[src/rtl/mem_align_unit.sv]
// Data-side access sequencer in front of the BRAM data port: passes aligned
// accesses straight through and splits word-crossing loads/stores into aligned pieces.
module mem_align_unit #(
  parameter logic [31:0] IO_BASE = 32'h11000000
) (
  input  logic        CLK,
  input  logic        RST,
  input  logic        REQ_VALID,
  input  logic        REQ_WE,
  input  logic [31:0] REQ_ADDR,
  input  logic [31:0] REQ_WDATA,
  input  logic [1:0]  REQ_SIZE,
  input  logic        REQ_SIGN,
  output logic        STALL,
  output logic        RESP_VALID,
  output logic [31:0] RESP_RDATA,
  output logic [31:0] MEM_ADDR2,
  output logic [31:0] MEM_DIN2,
  output logic        MEM_WRITE2,
  output logic        MEM_READ2,
  output logic [1:0]  MEM_SIZE,
  output logic        MEM_SIGN,
  input  logic [31:0] MEM_DOUT2
);

  localparam int unsigned AW = 32;
  localparam int unsigned CW = 2;

  typedef enum logic [1:0] {IDLE, ST_SEQ, LD_HI, LD_WAIT} state_t;

  state_t          r_state;
  logic [CW-1:0]   r_cnt;
  logic            r_ld_pend;
  logic [31:0]     r_lo;

  logic [1:0]      w_off;
  logic            w_misaligned;
  logic            w_split;
  logic [AW-1:0]   w_base;
  logic [CW-1:0]   w_last_cnt;
  logic            w_last;
  logic [7:0]      w_wbyte;
  logic [63:0]     w_pair;
  logic [31:0]     w_word;
  logic [31:0]     w_ext;

  // Split decision: only cacheable space, only accesses that leave their word
  assign w_off        = REQ_ADDR[1:0];
  assign w_misaligned = ((REQ_SIZE == 2'd1) && (w_off == 2'd3)) ||
                        ((REQ_SIZE == 2'd2) && (w_off != 2'd0));
  assign w_split      = REQ_VALID && (REQ_ADDR < IO_BASE) && w_misaligned;
  assign w_base       = {REQ_ADDR[31:2], 2'b00};

  assign w_last_cnt   = (REQ_SIZE == 2'd1) ? CW'(1) : CW'(3);
  assign w_last       = (r_cnt == w_last_cnt);
  assign w_wbyte      = 8'(REQ_WDATA >> {r_cnt, 3'b000});

  // Merge low word (held) with high word (arriving now) and shift the access down
  assign w_pair       = {MEM_DOUT2, r_lo};
  assign w_word       = 32'(w_pair >> {w_off, 3'b000});
  assign w_ext        = (REQ_SIZE == 2'd1) ?
                        (REQ_SIGN ? {16'h0000, w_word[15:0]}
                                  : {{16{w_word[15]}}, w_word[15:0]}) :
                        w_word;

  always_ff @(posedge CLK) begin
    if (RST) begin
      r_state   <= IDLE;
      r_cnt     <= '0;
      r_ld_pend <= 1'b0;
      r_lo      <= '0;
    end else begin
      r_ld_pend <= 1'b0;
      case (r_state)
        IDLE: begin
          if (w_split) begin
            if (REQ_WE) begin
              r_cnt   <= CW'(1);
              r_state <= ST_SEQ;
            end else begin
              r_state <= LD_HI;
            end
          end else begin
            r_ld_pend <= REQ_VALID && !REQ_WE;
          end
        end
        ST_SEQ: begin
          if (w_last) begin
            r_cnt   <= '0;
            r_state <= IDLE;
          end else begin
            r_cnt   <= r_cnt + CW'(1);
          end
        end
        LD_HI: begin
          r_lo    <= MEM_DOUT2;
          r_state <= LD_WAIT;
        end
        LD_WAIT: r_state <= IDLE;
        default: r_state <= IDLE;
      endcase
    end
  end

  // Port drive: pass-through by default, overridden while sequencing
  always_comb begin
    MEM_ADDR2  = REQ_ADDR;
    MEM_DIN2   = REQ_WDATA;
    MEM_WRITE2 = REQ_VALID && REQ_WE;
    MEM_READ2  = REQ_VALID && !REQ_WE;
    MEM_SIZE   = REQ_SIZE;
    MEM_SIGN   = REQ_SIGN;
    STALL      = 1'b0;
    RESP_VALID = r_ld_pend;
    RESP_RDATA = MEM_DOUT2;

    case (r_state)
      IDLE: begin
        if (w_split) begin
          STALL    = 1'b1;
          MEM_SIGN = 1'b0;
          if (REQ_WE) begin
            MEM_DIN2   = {24'h000000, REQ_WDATA[7:0]};
            MEM_SIZE   = 2'd0;
            MEM_WRITE2 = 1'b1;
            MEM_READ2  = 1'b0;
          end else begin
            MEM_ADDR2  = w_base;
            MEM_SIZE   = 2'd2;
            MEM_WRITE2 = 1'b0;
            MEM_READ2  = 1'b1;
          end
        end
      end
      ST_SEQ: begin
        MEM_ADDR2  = REQ_ADDR + AW'(r_cnt);
        MEM_DIN2   = {24'h000000, w_wbyte};
        MEM_SIZE   = 2'd0;
        MEM_SIGN   = 1'b0;
        MEM_WRITE2 = 1'b1;
        MEM_READ2  = 1'b0;
        STALL      = !w_last;
      end
      LD_HI: begin
        MEM_ADDR2  = w_base + AW'(4);
        MEM_SIZE   = 2'd2;
        MEM_SIGN   = 1'b0;
        MEM_WRITE2 = 1'b0;
        MEM_READ2  = 1'b1;
        STALL      = 1'b1;
      end
      LD_WAIT: begin
        MEM_WRITE2 = 1'b0;
        MEM_READ2  = 1'b0;
        STALL      = 1'b0;
        RESP_VALID = 1'b1;
        RESP_RDATA = w_ext;
      end
      default: ;
    endcase

    // Reset silences every strobe regardless of state
    if (RST) begin
      STALL      = 1'b0;
      RESP_VALID = 1'b0;
      MEM_WRITE2 = 1'b0;
      MEM_READ2  = 1'b0;
    end
  end

endmodule

[config.mk]
export PLATFORM = sky130hd
export DESIGN_NAME = mem_align_unit
export DESIGN_NICKNAME = d
export VERILOG_FILES = /design/src/rtl/mem_align_unit.sv
export SDC_FILE = /design/constraint.sdc
export NUM_CORES = 1
export LEC_CHECK = 0
export CELL_PAD_IN_SITES_DETAIL_PLACEMENT = 0
export CELL_PAD_IN_SITES_GLOBAL_PLACEMENT = 2
export CORE_MARGIN = 2
export CORE_UTILIZATION = 21
export DETAILED_ROUTE_END_ITERATION = 6
export HOLD_SLACK_MARGIN = 0.1
export PLACE_DENSITY_LB_ADDON = 0.1
export SLEW_MARGIN = 20
export SYNTH_ARGS = -nofsm -noshare
export SYNTH_HDL_FRONTEND = slang
export SYNTH_SLANG_ARGS = --single-unit
[constraint.sdc]
create_clock -name CLK -period 2.5 [get_ports CLK]
set_clock_uncertainty 0.1 [all_clocks]
set_input_delay 0.5 -clock CLK [delete_from_list [all_inputs] [get_ports CLK]]
set_output_delay 0.5 -clock CLK [all_outputs]
set_load 0.005 [all_outputs]
Word-level counts from Yosys, hierarchy flattened
Cells that the tools add are included.
Storage, ports and cells
  flip-flop bits (word level): 37
  input bits: 103
  output and inout bits: 103
Cells by class
  add/subtract/negate cells: 3
  magnitude comparators: 1
  eq/ne operators: 10
  shifts and indexed selects: 2
  mux-type cells: 36
  bitwise gates (word level): 1
  reduce and logical (&&, ||, !) cells: 18
Operator list (count)
  $mux 32: 5
  $pmux 32 s3: 1
  $pmux 32 s2: 1
  $shr 64x5->32: 1
  $add 32x2->32: 1
  $add 32x3->32 const B: 1
  $lt 32x29->1 const B: 1
  $shr 32x5->8: 1
  $mux 2: 11
  $mux 1: 11
  $eq 2x2->1 const B: 4
  $pmux 2 s4: 1
  $logic_and 1x1->1: 6
  $ne 2x2->1 const B: 3
  $pmux 1 s3: 2
  $pmux 2 s3: 1
  $reduce_or 2->1: 3
  $eq 2x1->1 const B: 2
  $pmux 1 s4: 1
  $pmux 2 s2: 1
  $reduce_bool 2->1: 2
  $reduce_and 3->1: 1
  $reduce_or 3->1: 1
  $add 2x1->2 const B: 1
  7 further kinds: 8

Logic depth before layout (Yosys ltp)
Gate-level depths: netlist of the first run.
  word-level depth: 7
  gate-level depth with buffers: 7
  gate-level depth less buffers: 6

Worst setup path before layout of the first run
No wires, ideal clock.
  path kind: in2out
  start point: input port REQ_ADDR[0]
  end point: output port MEM_ADDR2[24]
  arrival time: 1.837 ns
  data required time: 1.900 ns
  setup slack: 0.063 ns
  cell stages on the path: 7
  path buffers: 1
  path through: ha_1 > fa_1 > and3b_1 > o21a_1 > buf_2 > nand4_1 > xnor2_1
Between the ends
  cells in the longest elaborated chain, start to end: 2
RTL lines
  from (decl): line 10  | input logic [31:0] REQ_ADDR,
  $add 32x2->32: line 136  | MEM_ADDR2 = REQ_ADDR + AW'(r_cnt);
  $pmux 32 s3: line 117  | case (r_state)
  to (decl): line 17  | output logic [31:0] MEM_ADDR2,
Every way passes these cells.

Worst setup path in the final report of the first run
  start point: input port REQ_ADDR[25]
  end point: output port MEM_DIN2[17]
Between the ends
  cells in the longest elaborated chain, start to end: 5
RTL lines
  $lt 32x29->1: line 51  | assign w_split = REQ_VALID && (REQ_ADDR < IO_BASE) && w_misaligned;
  $logic_and 1x1->1 (2 in series): line 51
  $mux 32: line 119  | if (w_split) begin
  $pmux 32 s2: line 117
  to (decl): line 18  | output logic [31:0] MEM_DIN2,
Every way passes these cells.

==> flow_summary.json, run 1 <==
{
  "yosysSeqAreaShare_pct": 18.1,
  "setup_ws_ns": -0.179,
  "detail-route-antenna-nets": 0,
  "dr.pass1.iters": 4,
  "grt_pass1_wl_mm": 30.2,
  "die_w_um": 144,
  "synthSimpleGateAreaFrac_pct": 28.2,
  "cp_max_fo": 5,
  "cts.clk_slew.worst_paths_ns": 0.06,
  "netlist_area_um2": 4090,
  "synth_fa_ha_area_share_pct": 1.41,
  "grt_start_max_net_pins": 39,
  "port-buffer-count": 205,
  "initial_core_util_pct": 21.2,
  "drtIter0Drc": 181,
  "cts_root_buffer": "clkbuf_16",
  "synth_mux_area_share_pct": 13.0,
  "rrSetupSlack_ns": 0.80,
  "final_common_cell": "buf_4",
  "p_int_w": 0.00146,
  "rows": 51,
  "antenna_cells": 0,
  "hold_violations": 0,
  "min_path_type": "register to register",
  "place_inst": 1107,
  "hpwl_mm": 13.7,
  "worstPathArrival_ns": 2.08,
  "max_cap_viol_count": 0,
  "power.share.clock_pct": 33.4,
  "final_cell_area_um2": 8090,
  "slew_viol_final": 0,
  "p_leak_nw": 3.40,
  "ys_async_sr_fraction_pct": 0,
  "crit_type": "input pin to primary output",
  "clk_latency_ns": 0.29,
  "tritoncts": "built",
  "utilization_pct": 42.0,
  "p_comb_share_pct": 38.1,
  "p_sw_w": 0.000617,
  "avgViaCountPerCell": 4.67,
  "r2r_cells": 6,
  "r2r-start": "r_state[0]$_SDFFE_PP0P_",
  "synthesis.nets": 680,
  "cts_buffers": 5,
  "layout.cells.non_filler": 1166,
  "reg2reg_to": "r_lo[7]$_SDFFE_PP0P_",
  "outcome": "finished with violations",
  "crit_slowest_cell": "o41ai_4",
  "ys_seq_elements": 37,
  "fin_crit_sh_pct": 107,
  "synth_edf_count": 0,
  "vias": 5451,
  "avgSynthCellArea_um2": 7.14,
  "slowest_delay_ns": 0.41,
  "synth_compound_area_share_pct": 26.8,
  "area_growth_pct": 97.7,
  "yosysWarnings": 0,
  "p_seq_share_pct": 28.5,
  "antenna_found_initial": 0,
  "synth_top_family_by_area": "simple AND/OR/NAND/NOR gates",
  "routedWlPerCell_um": 17.0,
  "mostFrequentLayoutCells": "buf_4, nand2_1, buf_2",
  "fill_cells": 2001,
  "synth_ff_type": "dfxtp_1",
  "violations": "negative setup slack",
  "cp-end-kind": "primary output",
  "hold_depth": 2,
  "die-height_um": 144,
  "ios": 206,
  "routabilityCongestion": 0.846,
  "period_needed_ns": 2.68,
  "synth.distinct_cells": 53,
  "drive_gt1_share_pct": 44.1,
  "synthXorXnorAreaFrac_pct": 6.42,
  "core-area_um2": 19300,
  "placed_cell_area_um2": 7120,
  "min_to": "r_lo[0]$_SDFFE_PP0P_",
  "drt-total-wl_mm": 19.8,
  "drc": 0,
  "grt_usage_pct": 18.5,
  "cp_data_required_time_ns": 1.90,
  "netSwitchingFraction_pct": 29.7,
  "relSlewSlack_pct": 71.9,
  "dieArea_um2": 20600,
  "min-delay-start": "r_lo[0]$_SDFFE_PP0P_",
  "fmax_ghz": 0.373,
  "grt-ovfl-total": 0,
  "synthCells": 573,
  "ctsHoldBuffers": 0,
  "clock_path_buffers": 2,
  "layout.nets": 1007,
  "rsz0062_at_grt": "true",
  "setup_viol": 73,
  "htreeDepth": 2,
  "grt_pass1_vias": 5603,
  "worst_slew_pin_slew_ns": 0.421,
  "pwr_density_cell_nw_per_um2": 257,
  "cts.sinks": 37,
  "cp-start-kind": "input pin",
  "cp_cell_sequence": "buf_8 > o41ai_4 > buf_4 > o211ai_4 > o21ai_4 > buf_6 > buf_16 > a21boi_2 > clkdlybuf4s15_2",
  "ir_drop_mv": 0.255
}
-- what timing repair did --
item	4_1_cts	5_1_grt
cloned	9	0
pin swaps	74	32
gates resized for setup	517	67
setup endpoints to repair	102	100
buffers inserted	38	6
-- sequential cells by signal (all words and copies together) (netlist names) --
signal and flops:
r_lo 32, r_ld_pend 1, r_state 2, r_cnt 2
-- power groups by stage --
stage          logic [W]  clock network [W]  registers (W)
2_1_floorplan   0.000248                  0       0.000606
3_3_place_gp    0.000778                  0       0.000607
3_5_place_dp    0.000779                  0       0.000607
4_1_cts         0.000777           0.000707       0.000593
5_1_grt         0.000850           0.000740       0.000593
6_report        0.000791           0.000693       0.000593
-- worst max path at each step --
stage / depth (start not counted) / startpoint / slack, ns / end
6_report: 9 / REQ_ADDR[25] / -0.18 / MEM_DIN2[17]
5_1_grt: 11 / REQ_ADDR[1] / -0.25 / MEM_ADDR2[23]
4_1_cts: 10 / REQ_ADDR[1] / -0.22 / MEM_ADDR2[31]
3_5_place_dp: 7 / REQ_ADDR[26] / -0.76 / MEM_ADDR2[0]
3_3_place_gp: 7 / REQ_ADDR[26] / -0.75 / MEM_SIGN
2_1_floorplan: 7 / REQ_ADDR[0] / 0.06 / MEM_ADDR2[24]
-- metal layers --
| layer | share of wire (%) | wire length (µm) | GRT usage [%] |
|---|---|---|---|
| met3 | 5.2 | 1030 | 2.80 |
| met1 | 43 | 8530 | 23.0 |
| met5 | 0 | 0 | 0 |
| met2 | 50 | 9960 | 33.3 |
| met4 | 1.7 | 334 | 4.95 |
-- worst max-delay path, delay by kind of cell --
| kind | cells | cell delay (ns) |
|---|---|---|
| AOI/OAI and AO/OA | 4 | 0.78 |
| buffers and inverters | 5 | 0.80 |
-- through the flow --
| stage | setup slack [ns] | hold WS, ns | power (W) | TNS (ns) |
|---|---|---|---|---|
| after global routing | -0.254 | 0.370 | 0.00218 | -11.04 |
| after floorplan | 0.0635 | 0.332 | 0.000854 | 0 |
| final | -0.179 | 0.353 | 0.00208 | -6.53 |
| after CTS | -0.216 | 0.355 | 0.00208 | -7.36 |
| after global placement | -0.749 | 0.338 | 0.00138 | -53.82 |
| after detailed placement | -0.762 | 0.346 | 0.00139 | -55.89 |
-- Yosys cell counts, types with 2 or more instances --
| library cell | count | share of area (%) |
|---|---|---|
| mux2_1 | 2 | 0.55 |
| a21boi_1 | 10 | 1.8 |
| mux2_2 | 22 | 6.1 |
| o21a_1 | 3 | 0.55 |
| inv_1 | 4 | 0.37 |
| mux2i_1 | 26 | 6.4 |
| nand2_1 | 100 | 9.2 |
| nand4_1 | 16 | 2.4 |
| and3_1 | 13 | 2.0 |
| a21oi_1 | 74 | 9.0 |
| buf_2 | 20 | 2.4 |
| nor2_1 | 35 | 3.2 |
| o21ai_0 | 24 | 2.9 |
| nand3_1 | 19 | 2.3 |
| ha_1 | 3 | 0.92 |
| a211oi_1 | 9 | 1.7 |
| nor2b_1 | 14 | 2.1 |
| buf_6 | 2 | 0.55 |
| and2_1 | 5 | 0.76 |
| o211ai_1 | 8 | 1.5 |
| nor3_1 | 7 | 0.86 |
| a31oi_1 | 3 | 0.46 |
| buf_4 | 4 | 0.73 |
| nor3_2 | 2 | 0.49 |
| a311oi_1 | 2 | 0.43 |
| nor4_4 | 2 | 1.0 |
| and4_1 | 5 | 1.1 |
| xnor2_1 | 29 | 6.2 |
| clkbuf_1 | 20 | 1.8 |
| nand2b_1 | 8 | 1.2 |
| dfxtp_1 | 37 | 18 |
| a21boi_0 | 6 | 1.1 |
| a21boi_2 | 10 | 2.8 |
| a22oi_1 | 10 | 1.8 |
-- cell families after synthesis --
kind of cell    after synthesis
compound gates              168
xor+xnor                     30
fa+ha+maj                     4
buf+inv                      52
flops                        37
mux                          50
simple gates                232
-- cell type report --
cell class	instances	area [µm²]	area share, %
Timing Repair Buffer	365	3170	39.1
Multi-Input combinational cell	486	3670	45.3
Tap cell	265	332	4.10
Inverter	5	18.8	0.232
Clock inverter	1	5.00	0.0619
Clock buffer	7	153	1.89
Sequential cell	37	748	9.25
Power figures use the tool's default switching activity.
==> run 2, diff against run 1 <==
- CTS_CLUSTER_DIAMETER: default -> 40
==> results of run 2 <==
Final layout, timing and power as in run 1 (identical DEF).
